<file path="src/rtl/decoder_stream.sv">
// decoder_stream: FIFO-buffered binary-to-one-hot decoder with valid/ready on both sides
// Ports: clk_i/rst_ni clock and async active-low reset; flush_i sync clear;
//   in_valid_i/in_ready_o/in_code_i producer side; out_valid_o/out_ready_i/out_onehot_o
//   consumer side (registered one-hot); level_o FIFO occupancy excluding output stage.
module decoder_stream #(
  parameter int W     = 2,
  parameter int DEPTH = 4
) (
  input  logic                         clk_i,
  input  logic                         rst_ni,
  input  logic                         flush_i,
  input  logic                         in_valid_i,
  output logic                         in_ready_o,
  input  logic [W-1:0]                 in_code_i,
  output logic                         out_valid_o,
  input  logic                         out_ready_i,
  output logic [(1<<W)-1:0]            out_onehot_o,
  output logic [$clog2(DEPTH+1)-1:0]   level_o
);
  localparam int N  = 1 << W;
  localparam int AW = $clog2(DEPTH);
  localparam int LW = $clog2(DEPTH+1);
  localparam logic [0:0] S_EMPTY = 1'b0;
  localparam logic [0:0] S_FULL  = 1'b1;
  logic [W-1:0]  mem_q [DEPTH];
  logic [AW-1:0] wr_ptr_q, wr_ptr_d, rd_ptr_q, rd_ptr_d;
  logic [LW-1:0] count_q, count_d;
  logic [0:0]    state_q, state_d;
  logic [N-1:0]  onehot_q, onehot_d;
  logic          push, load;
  always_comb begin
    in_ready_o = count_q != LW'(DEPTH) && !flush_i;
    push       = in_valid_i && in_ready_o;
    // the stage refills whenever it is empty or its word leaves this edge
    load       = !flush_i && count_q != '0 && (state_q == S_EMPTY || out_ready_i);
    wr_ptr_d   = flush_i ? '0 : wr_ptr_q + AW'(push);
    rd_ptr_d   = flush_i ? '0 : rd_ptr_q + AW'(load);
    count_d    = flush_i ? '0 : count_q + LW'(push) - LW'(load);
    state_d    = load ? S_FULL : (flush_i || out_ready_i) ? S_EMPTY : state_q;
    // word is cleared whenever the stage goes empty so out_onehot is zero when invalid
    onehot_d   = load ? N'(1) << mem_q[rd_ptr_q] : state_d == S_FULL ? onehot_q : '0;
  end
  always_ff @(posedge clk_i) begin
    if (push) mem_q[wr_ptr_q] <= in_code_i;
  end
  always_ff @(posedge clk_i or negedge rst_ni) begin
    if (!rst_ni) begin
      wr_ptr_q <= '0;
      rd_ptr_q <= '0;
      count_q  <= '0;
      state_q  <= S_EMPTY;
      onehot_q <= '0;
    end else begin
      wr_ptr_q <= wr_ptr_d;
      rd_ptr_q <= rd_ptr_d;
      count_q  <= count_d;
      state_q  <= state_d;
      onehot_q <= onehot_d;
    end
  end
  assign out_valid_o  = state_q == S_FULL;
  assign out_onehot_o = onehot_q;
  assign level_o      = count_q;
endmodule

</file>
<file path="config.mk">
export PLATFORM = sky130hd
export DESIGN_NAME = decoder_stream
export DESIGN_NICKNAME = d
export VERILOG_FILES = /design/src/rtl/decoder_stream.sv
export SDC_FILE = /design/constraint.sdc
export NUM_CORES = 1
export LEC_CHECK = 0
export CORE_AREA = 2 2 46 48
export CTS_CLUSTER_DIAMETER = 80
export DETAILED_ROUTE_END_ITERATION = 12
export DIE_AREA = 0 0 48 50
export PLACE_DENSITY_LB_ADDON = 0.3
export REMOVE_ABC_BUFFERS = 1
export SYNTH_ARGS = -nofsm -noshare
export SYNTH_HDL_FRONTEND = slang
export SYNTH_SLANG_ARGS = --single-unit
</file>
<file path="constraint.sdc">
create_clock -name clk_i -period 2.6 [get_ports clk_i]
set_input_delay 0.52 -clock clk_i [delete_from_list [all_inputs] [get_ports clk_i]]
set_output_delay 0.52 -clock clk_i [all_outputs]
set_load 0.03 [all_outputs]
</file>
* After elaboration in Yosys (flattened, before gate mapping)
Memory sizes are Yosys's and may differ from the RTL's. Index checks and enable logic that the tools add are counted.
Word-level totals: memories kept 1, input port bits 7, output and inout port bits 9, latch bits 0, logic and storage cells 31, register bits 12, bits in read-only memories 0, RAM bits 8
Cells by class: shift-type cells 1, reductions and logical operators 8, multipliers 0, eq/ne operators 2, add/subtract/negate cells 4, div/mod/pow operators 0, magnitude comparators 0, mux-type cells 9, bitwise operators 1
Memories:
- mem_q | depth 4, bits a word 2, read ports 1, clocked after memory_dff 0, wr ports 1, line 25 | logic [W-1:0] mem_q [DEPTH];
Operator list (count):
- 4-bit two-way mux | 2
- 2-bit by 1-bit adder with 2-bit output | 2
- 1-bit logical AND | 4
- 1-bit two-way mux | 4
- 2-bit two-way mux | 2
- 1-bit by 2-bit left shift with 4-bit output (first input constant) | 1
- 3-bit by 1-bit adder with 3-bit output | 1
- 3-bit two-way mux | 1
- 3-bit != test (second input constant) | 1
- 3-bit nonzero test | 1
- 3-bit by 1-bit subtractor with 3-bit output | 1
- 1-bit logical OR | 2
- 2-bit by 1-bit != test with 1-bit output (second input constant) | 1
- 1-bit zero test | 1
- 1-bit NOT | 1

* Depth between registers and ports, before layout
Gate-level depths: netlist of run 1.
word-level depth 6, depth in mapped cells 9, mapped depth without buffers 9

* Worst setup path after synthesis of run 1
No wires, ideal clock.
path type register to register, from register count_q[1] (netlist: level_o[1]), to register count_q[2] (netlist: level_o[2]), arrival 2081 ps, period minus slack after synthesis 2212 ps, setup time 132 ps, data required time 2468 ps, cell stages (with the launch flop) 10, buffers on the path 0, setup slack 388 ps, cells stage by stage dfrtp_1 > nor2_1 > a211o_1 > ha_1 > inv_1 > ha_1 > inv_1 > fa_1 > xnor2_1 > nor2_1
Between the ends: longest elaborated chain between the ends 6, elaborated cells between the ends (all ways) 9, those cells by class 2 x add/sub; 1 x eq/ne; 1 x mux; 5 x reduce/logical
Ends and longest elaborated chain:
- start, declared | line 27 | logic [LW-1:0] count_q, count_d;
- start signal, assigned | line 56 | count_q <= count_d;
- 3-bit != test | line 32 | in_ready_o = count_q != LW'(DEPTH) && !flush_i;
- 1-bit logical AND | line 32
- 1-bit logical AND | line 33 | push = in_valid_i && in_ready_o;
- 3-bit by 1-bit adder with 3-bit output | line 38 | count_d = flush_i ? '0 : count_q + LW'(push) - LW'(load);
- 3-bit by 1-bit subtractor with 3-bit output * | line 38
- 3-bit two-way mux * | line 38
- via count_d[2] | line 27
Mark *: on every way through the listed nets, which the timed path passes. The rest lies on a longest branch. A chain may end at the register's enable or synchronous reset.

* Worst setup path in the final report of run 1
from input port flush_i, to output port in_ready_o
Between the ends: longest elaborated chain between the ends 2
Ends and longest elaborated chain:
- start, declared | line 11 | input logic flush_i,
- 1-bit zero test | line 32
- 1-bit logical AND | line 32
- end, declared | line 13 | output logic in_ready_o,
Every way passes these cells.

==> summary.md, run 1 <==
| Metric | Value |
|---|---|
| CP arrival | 1.95 ns |
| Clk Tree Root Cell | clkbuf_4 |
| Period minus WS final | 2.47 ns |
| DRC violation total after the first TritonRoute iteration | 3 |
| Highest clock rate | 404 MHz |
| Clock Skew | 0.00380 ns |
| Metal3 WL | 33 µm |
| Later-pin clock latency in the skew report | 0.29 ns |
| Met2 wire length | 653 µm |
| Die area | 0.00240 mm² |
| Post-CTS sizing | 0 |
| Number of buffers created by CTS | 3 |
| Clk slew on worst S/H paths | 0.10 ns |
| Share of layout cells above drive strength 1 | 12.0% |
| CTS Hold Buffers Added | 0 |
| Synth Instances | 61 |
| Largest cells by area after synthesis | dfrtp_1 35%, edfxtp_1 28%, ha_1 5.8% |
| Buffers on Ports | 15 |
| Endpoint type of the worst setup path | primary output |
| Worst EP required | 2.08 ns |
| Count of max-cap constraint violations | 0 |
| Total global routing overflow | 0 |
| LEAKAGE | 0.471 nW |
| Post-Place Setup Slack | -0.0255 ns |
| Ant diodes | 0 |
| Layout overhead on the synthesized area | 27.3% |
| Worst hold slack across all endpoints | 0.496 ns |
| Vias in the first global route | 538 |
| Die outline height | 50 µm |
| Mean number of vias per cell | 4.83 |
| Synth warnings | 0 |
| Largest net degree at the start of global routing | 13 |
| Final net count | 96 |
| Setup slack after layout | 0.126 ns |
| Estimated wirelength of the detail-placed design | 1060 µm |
| Maximum level of the CTS H-tree | 1 |
| Sequential element share of the synthesized area | 62.3% |
| Worst relative slew slack | 64.0% |
| Actual transition at the worst max-transition pin | 0.538 ns |
| Area share of the largest cell type after synthesis | 34.6% |
| Clock buffer depth | 2 |
| Number of different library cells in the post-synthesis netlist | 19 |
| Final count of hold timing violations | 0 |
| TritonCTS clock tree | done |
| Number of nets still failing antenna checks after routing | 0 |
| Maximum ir drop on the vdd rail | 438 µV |
| Post-Route Utilization | 58.0% |
| Wire length of the first global-routing pass | 2280 µm |
| Power Density | 877 mW/mm² |
| Top cell type by total area after synthesis | dfrtp_1 |
| Number of pins with negative max-slew slack in the final report | 0 |
| Initial antenna violation count | 0 |
| Seq cells post-synth | 20 |
| Horizontal die dimension | 48 µm |
| Setup TNS | 0 ns |
| Row Count | 16 |
| Final routed wire length divided by cell count | 12.0 µm |
| Detailed-route wire length on metal 1 | 597 µm |
| Maximum fanout count along the critical path | 8 |
| Iteration count of the initial detailed-routing pass | 2 |
| Startpoint kind of the worst setup timing path | input pin |
| Via count | 531 |
| Result of the run | finished, final reports clean |
| Worst min path class | reg -> reg |
| Core Region | 0.00190 mm² |
| Cell depth of the worst flop-to-flop path | 9 |
| Avg Cell Area, Syn | 14.2 µm² |
| Top metal layer carrying routed signals | met4 |
| All-layer global routing usage | 13.8% |
| Setup repair after global routing missed its margin | no |
| Number of inserted filler cells in the final layout | 172 |
| Setup fix buffers added after clock tree synthesis | 0 |
| Worst hold path stage count | 1 |
| Number of clock sinks | 20 |
| Effective utilization at floorplan | 45.6% |
| Final worst path period share | 95.1% |
| Global placement routability congestion | 0.747 |
| Area post-placement | 0.00108 mm² |
| Class of the most critical setup path | in -> out |
| Final Routed Wirelength | 1320 µm |
| Synth Cell Area | 867 µm² |
| DRC errors left | 0 |
| Cell area after layout | 0.00110 mm² |
| Top-level I/O count | 16 |
| Final setup fails | 0 |
==> worst max-delay path: stages <==
cell and delay, ns:
clkdlybuf4s50_1 0.56, a21oi_1 0.19, clkdlybuf4s50_1 0.69
==> state kept, by name (all words and copies together), names as in the netlist <==
| name | cells |
|---|---|
| wr_ptr_q | 2 |
| out_valid_o | 1 |
| mem_q | 8 |
| level_o | 3 |
| out_onehot_o | 4 |
| rd_ptr_q | 2 |
==> synth_stat cells, drive strengths merged <==
cell    count
a211o       1
a21oi       2
a32o        4
and3        1
clkbuf      1
dfrtp      12
edfxtp      8
fa          1
ha          4
inv         6
mux4        2
nand2b      1
nor2        6
nor2b       3
nor3        2
nor3b       3
xnor2       3
xor2        1
==> report_power, final <==
part           internal [mW]  total, mW  switching (mW)
Sequential             0.381      0.433          0.0522
Combinational          0.189      0.390           0.201
Clock                 0.0596      0.145          0.0855
Total                  0.629      0.968           0.339
==> through the flow <==
step | std cells | power (mW)
after detailed placement | 106 | 0.834
after floorplan | 60 | 0.684
after global placement | 106 | 0.825
final | 110 | 0.968
after global routing | 110 | 1.04
after CTS | 110 | 0.978
==> layer usage <==
metal / GRT usage (%) / up-vias
met4: 6.76 / 0
li1: - / 261
met3: 2.20 / 4
met5: 0 / -
met1: 17.3 / 254
met2: 22.2 / 12
==> area by class of cell <==
type                            count  area (µm²)  share of cell area, %
Inverter                            6        22.5                   2.04
Sequential cell                    20         541                   49.0
Timing Repair Buffer               19         180                   16.3
Clock buffer                        4        26.3                   2.38
Tap cell                           27        33.8                   3.06
Multi-Input combinational cell     34         300                   27.2
==> cells by family after synthesis <==
family | synth area share (%)
DFF | 62.3
AOI/OAI and AO/OA | 6.78
buffers and inverters | 3.03
muxes | 5.19
xor gates and xnor gates | 4.04
and+or+nand+nor | 10.5
adders and majority gates | 8.08
==> cell usage in the layout, fill, tap and decap left out, drive strengths merged <==
| cell | netlist | routed |
|---|---|---|
| xor2 | 1 | 1 |
| nor2 | 6 | 6 |
| clkdlybuf4s50 | 0 | 15 |
| ha | 4 | 4 |
| a32o | 4 | 4 |
| dfrtp | 12 | 12 |
| inv | 6 | 6 |
| clkbuf | 1 | 4 |
| fa | 1 | 1 |
| nand2b | 1 | 1 |
| mux4 | 2 | 2 |
| buf | 0 | 4 |
| nor3 | 2 | 2 |
| edfxtp | 8 | 8 |
| nor2b | 3 | 3 |
| a211o | 1 | 1 |
| a21oi | 2 | 2 |
| nor3b | 3 | 3 |
| and3 | 1 | 1 |
| xnor2 | 3 | 3 |
==> final timing paths <==
check | end | slack [ns] | from
max | in_ready_o | 0.13 | flush_i
min | out_onehot_o[0] | 0.50 | out_onehot_o[0]
max reg2reg | level_o[2] | 0.49 | level_o[1]
min reg2reg | out_onehot_o[0] | 0.50 | out_onehot_o[0]
max in group asynchronous | level_o[0] | 1.67 | rst_ni
min in group asynchronous | out_onehot_o[3] | 0.57 | rst_ni
Power figures use the tool's default switching activity.
==> inputs of run 2 (changes only) <==
--- a/config.mk
+++ b/config.mk
@@ -5,10 +5,10 @@
 export SDC_FILE = /design/constraint.sdc
 export NUM_CORES = 1
 export LEC_CHECK = 0
-export CORE_AREA = 2 2 46 48
+export CORE_AREA = 2 2 53 55
 export CTS_CLUSTER_DIAMETER = 80
 export DETAILED_ROUTE_END_ITERATION = 12
-export DIE_AREA = 0 0 48 50
+export DIE_AREA = 0 0 55 57
 export PLACE_DENSITY_LB_ADDON = 0.3
 export REMOVE_ABC_BUFFERS = 1
 export SYNTH_ARGS = -nofsm -noshare
==> run 2 against run 1 <==
Worst setup slack better by 0.091 ns. Critical path depth stayed put. Core utilization is 15 points lower. Sequential share of layout area is 1.4 points lower. Clock power is 71% higher. Register-to-register slack better by 0.04 ns. Critical endpoint unchanged. Die area is 31% higher. Hold slack better by 0.014 ns. Sequential power hardly changed. Final area is 2.8% higher. Total power is 10% higher.
==> summary.md, run 2 (synthesis gave the netlist of run 1 again) <==
| Metric | Value |
|---|---|
| LEAKAGE | 0.483 nW (+2.8%) |
| Combinational share of power | 36.3% (-4.0 points) |
| Crit path cell chain | clkdlybuf4s50_1 > a21oi_1 > clkdlybuf4s50_1 |
| Final worst path period share | 91.6% (-3.5 points) |
| Number of pins with negative max-slew slack in the final report | 0 (unchanged) |
| Die outline height | 57 µm (+14%) |
| Reg with most FFs | mem_q |
| Actual transition at the worst max-transition pin | 0.569 ns (+0.0313 ns) |
| Buffers & Inverters on Critical Path | 2 (unchanged) |
| Endpoint type of the worst setup path | primary output |
| Power dissipated by switching net loads | 0.343 mW (+1.4%) |
| TritonCTS clock tree | done |
| Power Density | 942 mW/mm² (+7.4%) |
| GR met2 Demand/Resource | 15.0% (-7.3 points) |
| Final routed wire length divided by cell count | 12.3 µm (+2.4%) |
| Clk Tree Root Cell | clkbuf_4 |
| Worst min path class | reg -> reg |
| Ant diodes | 0 (unchanged) |
| Core Region | 0.00262 mm² (+38%) |
| Clock network power share | 23.2% (+8.2 points) |
| Worst EP required | 2.08 ns (about the same) |
| Global-route track usage on met3 | 2.36% (+0.16 points) |
| Highest clock rate | 420 MHz (+3.8%) |
| Effective utilization at floorplan | 33.2% (-12 points) |
| Net switching share of the total power | 32.1% (-2.9 points) |
| Most crowded layer after global routing | met2 |
| Most prevalent standard cell on the critical path | clkdlybuf4s50_1 |
| Global placement routability congestion | 0.702 (-5.9%) |
| Largest net degree at the start of global routing | 13 (unchanged) |
| Most common cell after layout, fill and taps aside | clkdlybuf4s50_1 |
| Row Count | 19 (+3) |
| DRC violation total after the first TritonRoute iteration | 10 (+7) |
| Clk slew on worst S/H paths | 0.11 ns (about the same) |
| Estimated wirelength of the detail-placed design | 1070 µm (+0.44%) |
| Post-Route Utilization | 43.4% (-15 points) |
| Later-pin clock latency in the skew report | 0.29 ns (about the same) |
| Post-CTS sizing | 0 (unchanged) |
| DRC errors left | 0 (unchanged) |
| Clock buffer depth | 2 (unchanged) |
| CP arrival | 1.86 ns (-0.09 ns) |
| Total global routing overflow | 0 (unchanged) |
| Maximum fanout count along the critical path | 5 (-3) |
| Horizontal die dimension | 55 µm (+15%) |
| Final setup fails | 0 (unchanged) |
| Maximum level of the CTS H-tree | 1 (unchanged) |
| Share of layout cells above drive strength 1 | 13.3% (+1.2 points) |
| Initial antenna violation count | 0 (unchanged) |
| Number of flip-flops under the largest register name | 8 (unchanged) |
| Crit path max-delay cell type | clkdlybuf4s50_1 |
| Final Routed Wirelength | 1400 µm (+6.2%) |
| Mean number of vias per cell | 4.66 (-3.5%) |
| Number of clock sinks | 20 (unchanged) |
| Kind of cell with the highest combined delay on the critical path | buffers and inverters |
| Period minus WS final | 2.38 ns (-0.0913 ns) |
| Setup fix buffers added after clock tree synthesis | 0 (unchanged) |
| CTS Hold Buffers Added | 0 (unchanged) |
| Number of buffers created by CTS | 3 (unchanged) |
| Class of the most critical setup path | in -> out |
| Buffers on Ports | 15 (unchanged) |
| Startpoint kind of the worst setup timing path | input pin |
| Result of the run | finished, final reports clean |
| Maximum ir drop on the vdd rail | 472 µV (+7.8%) |
| Top-level I/O count | 16 (unchanged) |
| Final net count | 96 (unchanged) |
| Number of nets still failing antenna checks after routing | 0 (unchanged) |
| GR Util met1 | 14.1% (-3.2 points) |
| Final count of hold timing violations | 0 (unchanged) |
| Setup repair after global routing missed its margin | no |
| Vias in the first global route | 496 (-7.8%) |
| Design Power | 1.07 mW (+10%) |
| Worst relative slew slack | 61.9% (-2.1 points) |
| Relative contribution of sequential cells to total power | 40.5% (-4.2 points) |
| Die area | 0.00314 mm² (+31%) |
| Commonest non-fill, non-tap cells in the layout | 15 x clkdlybuf4s50_1, 12 x dfrtp_1, 8 x edfxtp_1 |
| All-layer global routing usage | 10.1% (-3.7 points) |
| Wire length of the first global-routing pass | 2260 µm (-0.61%) |
| Iteration count of the initial detailed-routing pass | 3 (+1) |
| Via count | 531 (unchanged) |
| Layout overhead on the synthesized area | 30.9% |
| Setup TNS | 0 ns (unchanged) |
| Clock Skew | 0.00196 ns (-0.00183 ns) |
| Peak per-stage delay on the critical path | 0.69 ns (about the same) |
| Cell internal pwr | 0.726 mW (+15%) |
| Count of max-cap constraint violations | 0 (unchanged) |
==> run 2: cell types whose count changed in the layout (fill, tap and decap cells not counted), sizes merged <==
cell,before,now
clkbuf,4,3
bufinv,0,1
==> run 2: layout make-up <==
class / count / area, µm²
repair buffers: 19 / 180
inverters: 6 / 22.5
clock buffers: 3 / 22.5
multi-input cells: 34 / 300
clock inverters: 1 / 30.0
flip-flops and latches: 20 / 541
fillers: 248 / 1480
well taps: 31 / 38.8
==> run 2: metal layers <==
layer / up-vias / wire length (µm)
met1: 260 / 647
met3: 2 / 48
met4: 0 / 19
met5: - / 0
li1: 262 / -
met2: 7 / 683
==> run 2: path summary, 6_finish.rpt <==
check | startpoint | to | slack, ns | cells past startpoint
max in group asynchronous | rst_ni | rd_ptr_q[0] | 1.65 | 1
min in group asynchronous | rst_ni | wr_ptr_q[0] | 0.58 | 1
max | flush_i | in_ready_o | 0.22 | 3
min reg2reg | out_onehot_o[0] | out_onehot_o[0] | 0.51 | 1
min | out_onehot_o[0] | out_onehot_o[0] | 0.51 | 1
max reg2reg | level_o[1] | level_o[2] | 0.53 | 9
==> run 2: through the flow <==
| stage | hold WS (ns) | worst slack (ns) | std cells | area [µm²] |
|---|---|---|---|---|
| 2_1_floorplan | 0.224 | 0.401 | 60 | 863 |
| 3_3_place_gp | 0.477 | 0.0981 | 110 | 1080 |
| 3_5_place_dp | 0.495 | 0.0740 | 110 | 1080 |
| 4_1_cts | 0.522 | 0.199 | 114 | 1130 |
| 5_1_grt | 0.545 | 0.131 | 114 | 1130 |
| 6_report | 0.511 | 0.217 | 114 | 1130 |
==> run 2: power groups by stage <==
stage,Combinational [mW],Clock (mW),Sequential [mW]
detailed placement,0.394,0,0.440
global route,0.432,0.271,0.441
global placement,0.384,0,0.439
floorplan,0.185,0,0.500
finish,0.388,0.248,0.433
CTS,0.395,0.256,0.434
==> inputs of run 3 (changes only) <==
--- a/config.mk
+++ b/config.mk
@@ -9,6 +9,8 @@
 export CTS_CLUSTER_DIAMETER = 80
 export DETAILED_ROUTE_END_ITERATION = 12
 export DIE_AREA = 0 0 55 57
+export GPL_TIMING_DRIVEN = 0
+export HOLD_SLACK_MARGIN = 0.15
 export PLACE_DENSITY_LB_ADDON = 0.3
 export REMOVE_ABC_BUFFERS = 1
 export SYNTH_ARGS = -nofsm -noshare
==> run 3 against run 2 <==
Clock skew is essentially flat. Flip-flop and latch count is the same. Maximum frequency is essentially flat. First-iteration DRC count shrank 60%. Total power shrank 10%. Critical path depth grew 7. Register-to-register slack lost 0.20 ns. Critical path type is now in -> reg. Critical endpoint is now level_o[2].
==> summary.md, run 3 (synthesis gave the netlist of run 1 again) <==
| Metric | Value |
|---|---|
| Horizontal die dimension | 55 µm (unchanged) |
| Startpoint kind of the worst setup timing path | input pin |
| Count of max-cap constraint violations | 0 (unchanged) |
| DRC errors left | 0 (unchanged) |
| Setup slack after layout | 0.219 ns (+0.00132 ns) |
| TritonCTS clock tree | done |
| Share of layout cells above drive strength 1 | 7.59% (-5.7 points) |
| Number of clock sinks | 20 (unchanged) |
| Die area | 0.00314 mm² (unchanged) |
| Power dissipated by switching net loads | 0.344 mW (+0.19%) |
| Reg with most FFs | mem_q |
| Buffers on Ports | 15 (unchanged) |
| Mean number of vias per cell | 4.74 (+1.7%) |
| LEAKAGE | 0.455 nW (-5.9%) |
| Combinational share of power | 40.0% (+3.7 points) |
| Final net count | 92 (-4.2%) |
| Later-pin clock latency in the skew report | 0.29 ns (about the same) |
| Largest net degree at the start of global routing | 13 (unchanged) |
| Worst hold slack across all endpoints | 0.509 ns (-0.00206 ns) |
| Commonest non-fill, non-tap cells in the layout | 14 x clkdlybuf4s50_1, 12 x dfrtp_1, 8 x edfxtp_1 |
| Ant diodes | 0 (unchanged) |
| Die outline height | 57 µm (unchanged) |
| Setup fix buffers added after clock tree synthesis | 0 (unchanged) |
| DRC violation total after the first TritonRoute iteration | 4 (-6) |
| Vias in the first global route | 525 (+5.8%) |
| Final setup fails | 0 (unchanged) |
| CTS Hold Buffers Added | 0 (unchanged) |
| Highest clock rate | 420 MHz (about the same) |
| Total global routing overflow | 0 (unchanged) |
| Cell internal pwr | 0.617 mW (-15%) |
| Maximum ir drop on the vdd rail | 424 µV (-10%) |
| Final routed wire length divided by cell count | 12.7 µm (+3.5%) |
| Peak per-stage delay on the critical path | 0.44 ns (-0.25 ns) |
| Number of inserted filler cells in the final layout | 264 (+6.5%) |
| Post-CTS sizing | 2 (+2) |
| Cell area after layout | 0.00108 mm² (-4.5%) |
| Period minus WS final | 2.38 ns (-0.00132 ns) |
| Clock Skew | 0.00205 ns (+0.0000869 ns) |
| Crit path cell chain | clkdlybuf4s50_1 > nand2b_1 > nor3b_4 > ha_1 > inv_1 > ha_1 > inv_1 > fa_1 > xnor2_1 > nor2_1 |
| Estimated wirelength of the detail-placed design | 1060 µm (-1.0%) |
| Number of pins with negative max-slew slack in the final report | 0 (unchanged) |
| Global placement routability congestion | 0.678 (-3.4%) |
| Result of the run | finished, final reports clean |
| Design Power | 0.961 mW (-10%) |
| Iteration count of the initial detailed-routing pass | 4 (+1) |
| Effective utilization at floorplan | 33.2% (unchanged) |
| Number of flip-flops under the largest register name | 8 (unchanged) |
| Final count of hold timing violations | 0 (unchanged) |
| Clock buffer depth | 2 (unchanged) |
| Actual transition at the worst max-transition pin | 0.564 ns (-0.00521 ns) |
| CP arrival | 2.55 ns (+0.69 ns) |
| Class of the most critical setup path | in -> reg |
| Area post-placement | 0.00105 mm² (-2.8%) |
| Number of buffers created by CTS | 3 (unchanged) |
| Reg2reg setup slack | 0.33 ns (-0.20 ns) |
| Via count | 521 (-1.9%) |
| Clock network power share | 15.0% (-8.2 points) |
| Number of nets still failing antenna checks after routing | 0 (unchanged) |
| Endpoint type of the worst setup path | flip-flop |
| Post-Place Setup Slack | -0.345 ns (-0.419 ns) |
| Initial antenna violation count | 0 (unchanged) |
| Row Count | 19 (unchanged) |
| Crit path max-delay cell type | clkdlybuf4s50_1 |
| Worst min path class | reg -> reg |
| Layout overhead on the synthesized area | 25.0% |
| Top-level I/O count | 16 (unchanged) |
| Setup repair after global routing missed its margin | no |
| Core Region | 0.00262 mm² (unchanged) |
| Relative contribution of sequential cells to total power | 45.0% (+4.5 points) |
| Wire length of the first global-routing pass | 2300 µm (+1.5%) |
| Clk slew on worst S/H paths | 0.11 ns (about the same) |
| Net switching share of the total power | 35.8% (+3.7 points) |
| Power Density | 887 mW/mm² (-5.8%) |
| Worst relative slew slack | 62.3% (+0.35 points) |
| Maximum level of the CTS H-tree | 1 (unchanged) |
| Maximum fanout count along the critical path | 6 (+1) |
| Final worst path period share | 91.6% (about the same) |
| Most common cell after layout, fill and taps aside | clkdlybuf4s50_1 |
| Clk Tree Root Cell | clkbuf_4 |
| All-layer global routing usage | 10.2% (+0.12 points) |
| Worst EP required | 2.76 ns (+0.68 ns) |
| Final Routed Wirelength | 1400 µm (-0.14%) |
-- run 3: final timing paths --
path	from	end	cells past startpoint
min reg2reg	out_onehot_o[1]	out_onehot_o[1]	1
max	out_ready_i	level_o[2]	10
min	out_onehot_o[1]	out_onehot_o[1]	1
max in group asynchronous	rst_ni	level_o[2]	1
min in group asynchronous	rst_ni	out_onehot_o[3]	1
max reg2reg	level_o[1]	level_o[2]	9
-- run 3: routing by layer --
metal,track usage [%],part of all wire [%],up-vias
li1,-,-,254
met1,12.8,42,258
met2,16.2,53,7
met3,2.36,3.7,2
met4,5.23,0.93,0
met5,0,0,-
-- run 3: layout make-up --
class                      instances  area, µm²  share of cell area [%]
sequential                        20        541                    49.9
clock inverter                     1       3.75                   0.346
multi-input combinational         34        307                    28.3
timing repair buffer              15        149                    13.7
inverter                           6       22.5                    2.08
tap                               31       38.8                    3.58
clock buffer                       3       22.5                    2.08
-- run 3: stage by stage --
stage / utilization (%) / TNS (ns) / instances
3_5_place_dp: 40.2 / -0.616 / 106
5_1_grt: 41.4 / 0 / 110
3_3_place_gp: 40.2 / -0.543 / 106
4_1_cts: 41.4 / 0 / 110
6_report: 41.4 / 0 / 110
2_1_floorplan: - / 0 / 60
-- run 3: power groups by stage --
stage               sequential [mW]  clock [mW]  combinational (mW)
CTS                           0.434       0.155               0.391
global route                  0.443       0.165               0.427
detailed placement            0.440           0               0.380
floorplan                     0.500           0               0.185
finish                        0.432       0.144               0.385
global placement              0.438           0               0.370
-- run 3: critical path, delay by kind of cell --
kind	cells	cell delay, ns
adder cells (fa/ha/maj)	3	0.79
buffers and inverters	3	0.55
AND/OR/NAND/NOR	3	0.52
XOR/XNOR	1	0.16
